**config.mk**
```make
export PLATFORM = sky130hd
export DESIGN_NAME = bn_sequencer
export DESIGN_NICKNAME = d
export VERILOG_FILES = /design/src/rtl/bn_pkg.sv /design/src/rtl/bn_param_table.sv /design/src/rtl/bn_sequencer.sv
export SDC_FILE = /design/constraint.sdc
export NUM_CORES = 1
export LEC_CHECK = 0
export ABC_CLOCK_PERIOD_IN_PS = 3400
export BUFFER_PORTS_ARGS = -buffer_cell sky130_fd_sc_hd__buf_2
export CELL_PAD_IN_SITES_DETAIL_PLACEMENT = 0
export CELL_PAD_IN_SITES_GLOBAL_PLACEMENT = 2
export CORE_UTILIZATION = 43
export CTS_CLUSTER_SIZE = 16
export DETAILED_ROUTE_END_ITERATION = 7
export GPL_TIMING_DRIVEN = 0
export PLACE_DENSITY = 0.78
export SLEW_MARGIN = 20
export SYNTH_ARGS = -nofsm -noshare
export SYNTH_HDL_FRONTEND = slang
export SYNTH_SLANG_ARGS = --single-unit
```
**constraint.sdc**
```tcl
create_clock -name clk -period 3.4 [get_ports clk]
set_input_delay 0.68 -clock clk [delete_from_list [all_inputs] [get_ports clk]]
set_output_delay 0.68 -clock clk [all_outputs]
set_load 0.01 [all_outputs]
```
**src/rtl/bn_pkg.sv**
```systemverilog
// rtl/bn_pkg.sv - shared state encoding and fixed-point scale for the BN sequencer
package bn_pkg;

  // Job sequencing states; one element walks RD -> ISSUE -> CAPT.
  typedef enum logic [2:0] {
    S_IDLE,
    S_CLR,
    S_RD,
    S_ISSUE,
    S_CAPT,
    S_FIN
  } bn_state_t;

  // p and q are fixed-point values carrying this scale factor.
  localparam int BN_SCALE = 1000;

endpackage

```
**src/rtl/bn_param_table.sv**
```systemverilog
// rtl/bn_param_table.sv - per-channel {p, q} table, synchronous write, combinational read
module bn_param_table #(
  parameter int CH = 8,
  parameter int CW = $clog2(CH)
) (
  input  logic          clk,
  input  logic          rst,
  input  logic          we,
  input  logic [CW-1:0] wr_ch,
  input  logic [15:0]   wr_p,
  input  logic [31:0]   wr_q,
  input  logic [CW-1:0] rd_ch,
  output logic [15:0]   rd_p,
  output logic [31:0]   rd_q
);

  logic [15:0] p_mem [CH];
  logic [31:0] q_mem [CH];

  // Reset clears every entry; writes to channels beyond CH are dropped.
  always_ff @(posedge clk) begin
    if (rst) begin
      for (int i = 0; i < CH; i++) begin
        p_mem[i] <= '0;
        q_mem[i] <= '0;
      end
    end else if (we && (int'(wr_ch) < CH)) begin
      p_mem[wr_ch] <= wr_p;
      q_mem[wr_ch] <= wr_q;
    end
  end

  assign rd_p = p_mem[rd_ch];
  assign rd_q = q_mem[rd_ch];

endmodule

```
**src/rtl/bn_sequencer.sv**
```systemverilog
// rtl/bn_sequencer.sv - walks every sample through the external PE, channel-major
module bn_sequencer
  import bn_pkg::*;
#(
  parameter  int CH  = 8,
  parameter  int LEN = 16,
  localparam int CW  = $clog2(CH),
  localparam int AW  = $clog2(CH * LEN)
) (
  input  logic          clk,
  input  logic          rst,
  input  logic          start_i,
  output logic          busy,
  output logic          done,
  output logic          err,
  input  logic          prm_we,
  input  logic [CW-1:0] prm_ch,
  input  logic [15:0]   prm_p,
  input  logic [31:0]   prm_q,
  output logic          in_rd,
  output logic [AW-1:0] in_addr,
  input  logic [15:0]   in_data,
  output logic          pe_clr,
  output logic          pe_start,
  output logic [15:0]   pe_x,
  output logic [15:0]   pe_p,
  output logic [31:0]   pe_q,
  input  logic [15:0]   pe_odata,
  input  logic          pe_done,
  output logic          out_we,
  output logic [AW-1:0] out_addr,
  output logic [15:0]   out_data
);

  localparam int            NW     = (LEN > 1) ? $clog2(LEN) : 1;
  localparam logic [AW-1:0] K_LAST = AW'(CH * LEN - 1);
  localparam logic [NW-1:0] N_LAST = NW'(LEN - 1);

  bn_state_t     state, state_nxt;
  logic [AW-1:0] k;
  logic [CW-1:0] ch_idx;
  logic [NW-1:0] n_idx;
  logic [15:0]   tbl_p;
  logic [31:0]   tbl_q;
  logic          k_last;

  assign k_last = (k == K_LAST);
  assign busy   = (state != S_IDLE);

  // Table is only writable between jobs so a running job sees stable parameters.
  bn_param_table #(.CH(CH), .CW(CW)) u_tbl (
    .clk   (clk),
    .rst   (rst),
    .we    (prm_we && (state == S_IDLE)),
    .wr_ch (prm_ch),
    .wr_p  (prm_p),
    .wr_q  (prm_q),
    .rd_ch (ch_idx),
    .rd_p  (tbl_p),
    .rd_q  (tbl_q)
  );

  // State register.
  always_ff @(posedge clk) begin
    if (rst) state <= S_IDLE;
    else     state <= state_nxt;
  end

  // Element index k with its channel/sample split, kept in step to avoid a divider.
  always_ff @(posedge clk) begin
    if (rst || state == S_CLR) begin
      k      <= '0;
      ch_idx <= '0;
      n_idx  <= '0;
    end else if (state == S_CAPT && !k_last) begin
      k <= k + 1'b1;
      if (n_idx == N_LAST) begin
        n_idx  <= '0;
        ch_idx <= ch_idx + 1'b1;
      end else begin
        n_idx <= n_idx + 1'b1;
      end
    end
  end

  // Sticky handshake error: cleared by a new job, set when the PE has no result at capture.
  always_ff @(posedge clk) begin
    if (rst)                                 err <= 1'b0;
    else if (state == S_IDLE && start_i)     err <= 1'b0;
    else if (state == S_CAPT && !pe_done)    err <= 1'b1;
  end

  // Next state and per-state strobes; everything idles at zero.
  always_comb begin
    state_nxt = state;
    done      = 1'b0;
    in_rd     = 1'b0;
    in_addr   = '0;
    pe_clr    = 1'b0;
    pe_start  = 1'b0;
    pe_x      = '0;
    pe_p      = '0;
    pe_q      = '0;
    out_we    = 1'b0;
    out_addr  = '0;
    out_data  = '0;
    case (state)
      S_IDLE: if (start_i) state_nxt = S_CLR;
      S_CLR: begin
        pe_clr    = 1'b1;
        state_nxt = S_RD;
      end
      S_RD: begin
        in_rd     = 1'b1;
        in_addr   = k;
        state_nxt = S_ISSUE;
      end
      S_ISSUE: begin
        pe_start  = 1'b1;
        pe_x      = in_data;
        pe_p      = tbl_p;
        pe_q      = tbl_q;
        state_nxt = S_CAPT;
      end
      S_CAPT: begin
        out_we    = 1'b1;
        out_addr  = k;
        out_data  = pe_odata;
        state_nxt = k_last ? S_FIN : S_RD;
      end
      S_FIN: begin
        done      = 1'b1;
        state_nxt = S_IDLE;
      end
      default: state_nxt = S_IDLE;
    endcase
  end

endmodule

```
==> results.toml <==
[status]
status = "finished, final reports clean"

[cells_and_area]
fill_cells = 3558
layout_common_cells = "424 x and2_1, 384 x edfxtp_1, 191 x buf_2"
final_core_util_pct = 51.3
multiInputGateArea_mm2 = 0.00616
fin_nets = 1537
area_growth_syn_to_layout_pct = 17.1
final_common_cell = "and2_1"
final_area_mm2 = 0.0216
drive_gt1_share_pct = 27.0
regArea_mm2 = 0.0120

[timing]
drv_slew = 0
relSlewSlack_pct = 29.7
finalSetupTns_ns = 0
fin_crit_sh_pct = 95.7
setup_viol = 0
rsz0062_at_grt = "no"
final_hold_viol_count = 0
fmaxAchievable_ghz = 0.307
tightest_slew_ns = 1.06
period_needed_ns = 3.25
finClkSkew_ns = 0.0111

[setup_path]
startpoint_type = "flop"
cp.arrival_ns = 2.57
reg2regPathDepth = 7
critical_path.max_fanout = 10
criticalPathCategory = "reg2out"
endpoint_kind = "output pin"
path_cells = "clkbuf_1 -> mux4_2 -> mux2i_1 -> nor2_1 -> buf_2"
crit_required_ns = 2.72
critPathSlowestCell = "clkbuf_1"
cp_slowest_stage_delay_ns = 0.65

[floorplanning]
start_util_pct = 43.8
coreArea_mm2 = 0.0421
die_w_um = 209
die_h_um = 209
dieArea_mm2 = 0.0438
ios = 189
num_rows = 75

[routing]
drt-total-wl_um = 45900
ant_nets = 0
vias = 10600
dr.pass1.iters = 5
drtIter0Drc = 748
drcViolationCount = 0
wire_per_inst_um = 22.8
post_drt_via_cell_ratio = 5.25

[pwr]
cellLeakagePower_nw = 8.17
power_mw = 10.6
ir_worst_vdd_mv = 0.372
powerDensity_mw_per_mm2 = 490

[grt]
track_usage_pct = 21.3
grt_max_degree = 38
grt_first_pass_wirelength_um = 67900
grt_overflow = 0
grt_antenna_before_repair = 3
grt_pass1_vias = 10800

[place]
placed_area_mm2 = 0.0203
hpwl_um = 28300
gp_congestion = 0.719
io_buffers = 188

[clock_tree]
cts_max_level = 2
cts-root-buf = "clkbuf_16"
cts_num_sinks = 405
clk_path_buf_depth = 3
numCtsBuffers = 44
post-cts-setup-buffers = 0
clkTransAtPathRegs_ns = 0.06
cts_tree = "built"
clk_latency_ns = 0.56

[worst_hold_path]
min_path_cells = 3
hold_path.class = "in2reg"

[synthesis]
ys_warn_count = 0
synthTopCellsByArea = "edfxtp_1 62%, and2_1 14%, mux4_2 12%"
yosysTopAreaCell = "edfxtp_1"
yosysSeqAreaShare_pct = 64.7
synth_top_area_share_pct = 62.5
syn_nets = 1297
synth-edff-count = 384
ys_seq_elements = 405
synth_ff_type = "edfxtp_1"
syn-cell-area_mm2 = 0.0185
postSynthAreaPerCell_um2 = 15.3
async_flop_share_pct = 0
synth_cell_type_count = 41
synthCells = 1206

[job]
drv_cap = 0
## cell usage after synthesis (all sizes together), types with 2 or more instances
library cell    n
a211oi          2
a21oi           7
and2          424
and3           10
buf            18
clkbuf         63
dfxtp          21
edfxtp        384
ha              3
inv             3
mux2i          51
mux4           96
nand2           5
nand2b          3
nand3           5
nor2           71
nor3            3
nor3b           2
o211ai          3
o21ai           4
or2             9
or3             3
xnor2           2
xor2            5
## state kept, by name, indices dropped and copies added (netlist names), named ones only
| name | flops |
|---|---|
| u_tbl.q_mem | 256 |
| u_tbl.p_mem | 128 |
| k | 7 |
| n_idx | 4 |
| ch_idx | 3 |
| state | 3 |
| err | 1 |
## worst paths after layout
| path | startpoint | end | slack (ns) |
|---|---|---|---|
| worst max-delay path | flop | pe_q[4] | 0.15 |
| worst min-delay path | pe_done | err$_SDFFE_PP0P_ | 0.43 |
| worst max register to register | state[0]$_SDFFE_PP0P_ | u_tbl.p_mem[1][8]$_SDFFCE_PN0P_ | 0.19 |
| worst min register to register | err$_SDFFE_PP0P_ | err$_SDFFE_PP0P_ | 0.47 |
## worst max-delay path, delay by kind of cell (launching register included)
family / cells / cell delay [ns]
buffers and inverters: 2 / 0.80
DFF: 1 / 0.49
muxes: 2 / 0.66
and+or+nand+nor: 1 / 0.07
## area by class of cell
class                           instances  share of cell area, %
Antenna cell                            1                 0.0116
Buffer                                 79                   1.89
Clock buffer                           59                   5.50
Clock inverter                         17                  0.342
Inverter                                3                 0.0521
Multi-Input combinational cell        717                   28.5
Sequential cell                       405                   55.3
Tap cell                              539                   3.12
Timing Repair Buffer                  196                   5.27
## routing by layer
layer	vias to the layer above	global-route usage [%]	routed length [um]
met4	4	6.64	1010
li1	4878	-	-
met5	-	0	33
met3	62	3.37	2460
met2	308	35.2	22100
met1	5326	29.1	20300
## report_power, final
part | switching [mW] | leakage [nW] | internal [mW] | total (mW)
Clock | 1.90 | 0.614 | 2.43 | 4.33
Combinational | 0.348 | 3.41 | 0.207 | 0.556
Sequential | 0.0511 | 4.15 | 5.66 | 5.71
## kinds of logic (layout without fill, tap and decap cells)
logic type,Yosys count,in the layout,synth area share (%)
XOR/XNOR,7,7,0.332
AND/OR/NAND/NOR,541,541,17.6
multiplexers,147,147,14.5
AO/OA/AOI/OAI,19,19,0.644
buffers and inverters,84,354,2.01
other,0,1,0
flip-flops,405,405,64.7
adder cells (fa/ha/maj),3,3,0.203
## per-stage QoR
stage	hold WS [ns]	std cells	setup WS, ns
2_1_floorplan	0.454	1206	0.754
3_3_place_gp	0.444	1933	-0.733
3_5_place_dp	0.459	1941	-0.211
4_1_cts	0.405	2015	0.0400
5_1_grt	0.422	2016	0.00205
6_report	0.430	2016	0.147
## repair_timing
| action | in CTS | in global routing |
|---|---|---|
| hold buffers | 0 | 0 |
| setup endpoints to repair | 48 | 10 |
| resized for setup | 26 | 4 |
| pin swaps | 0 | 0 |
Note: power is estimated with default switching activity, not from simulation.
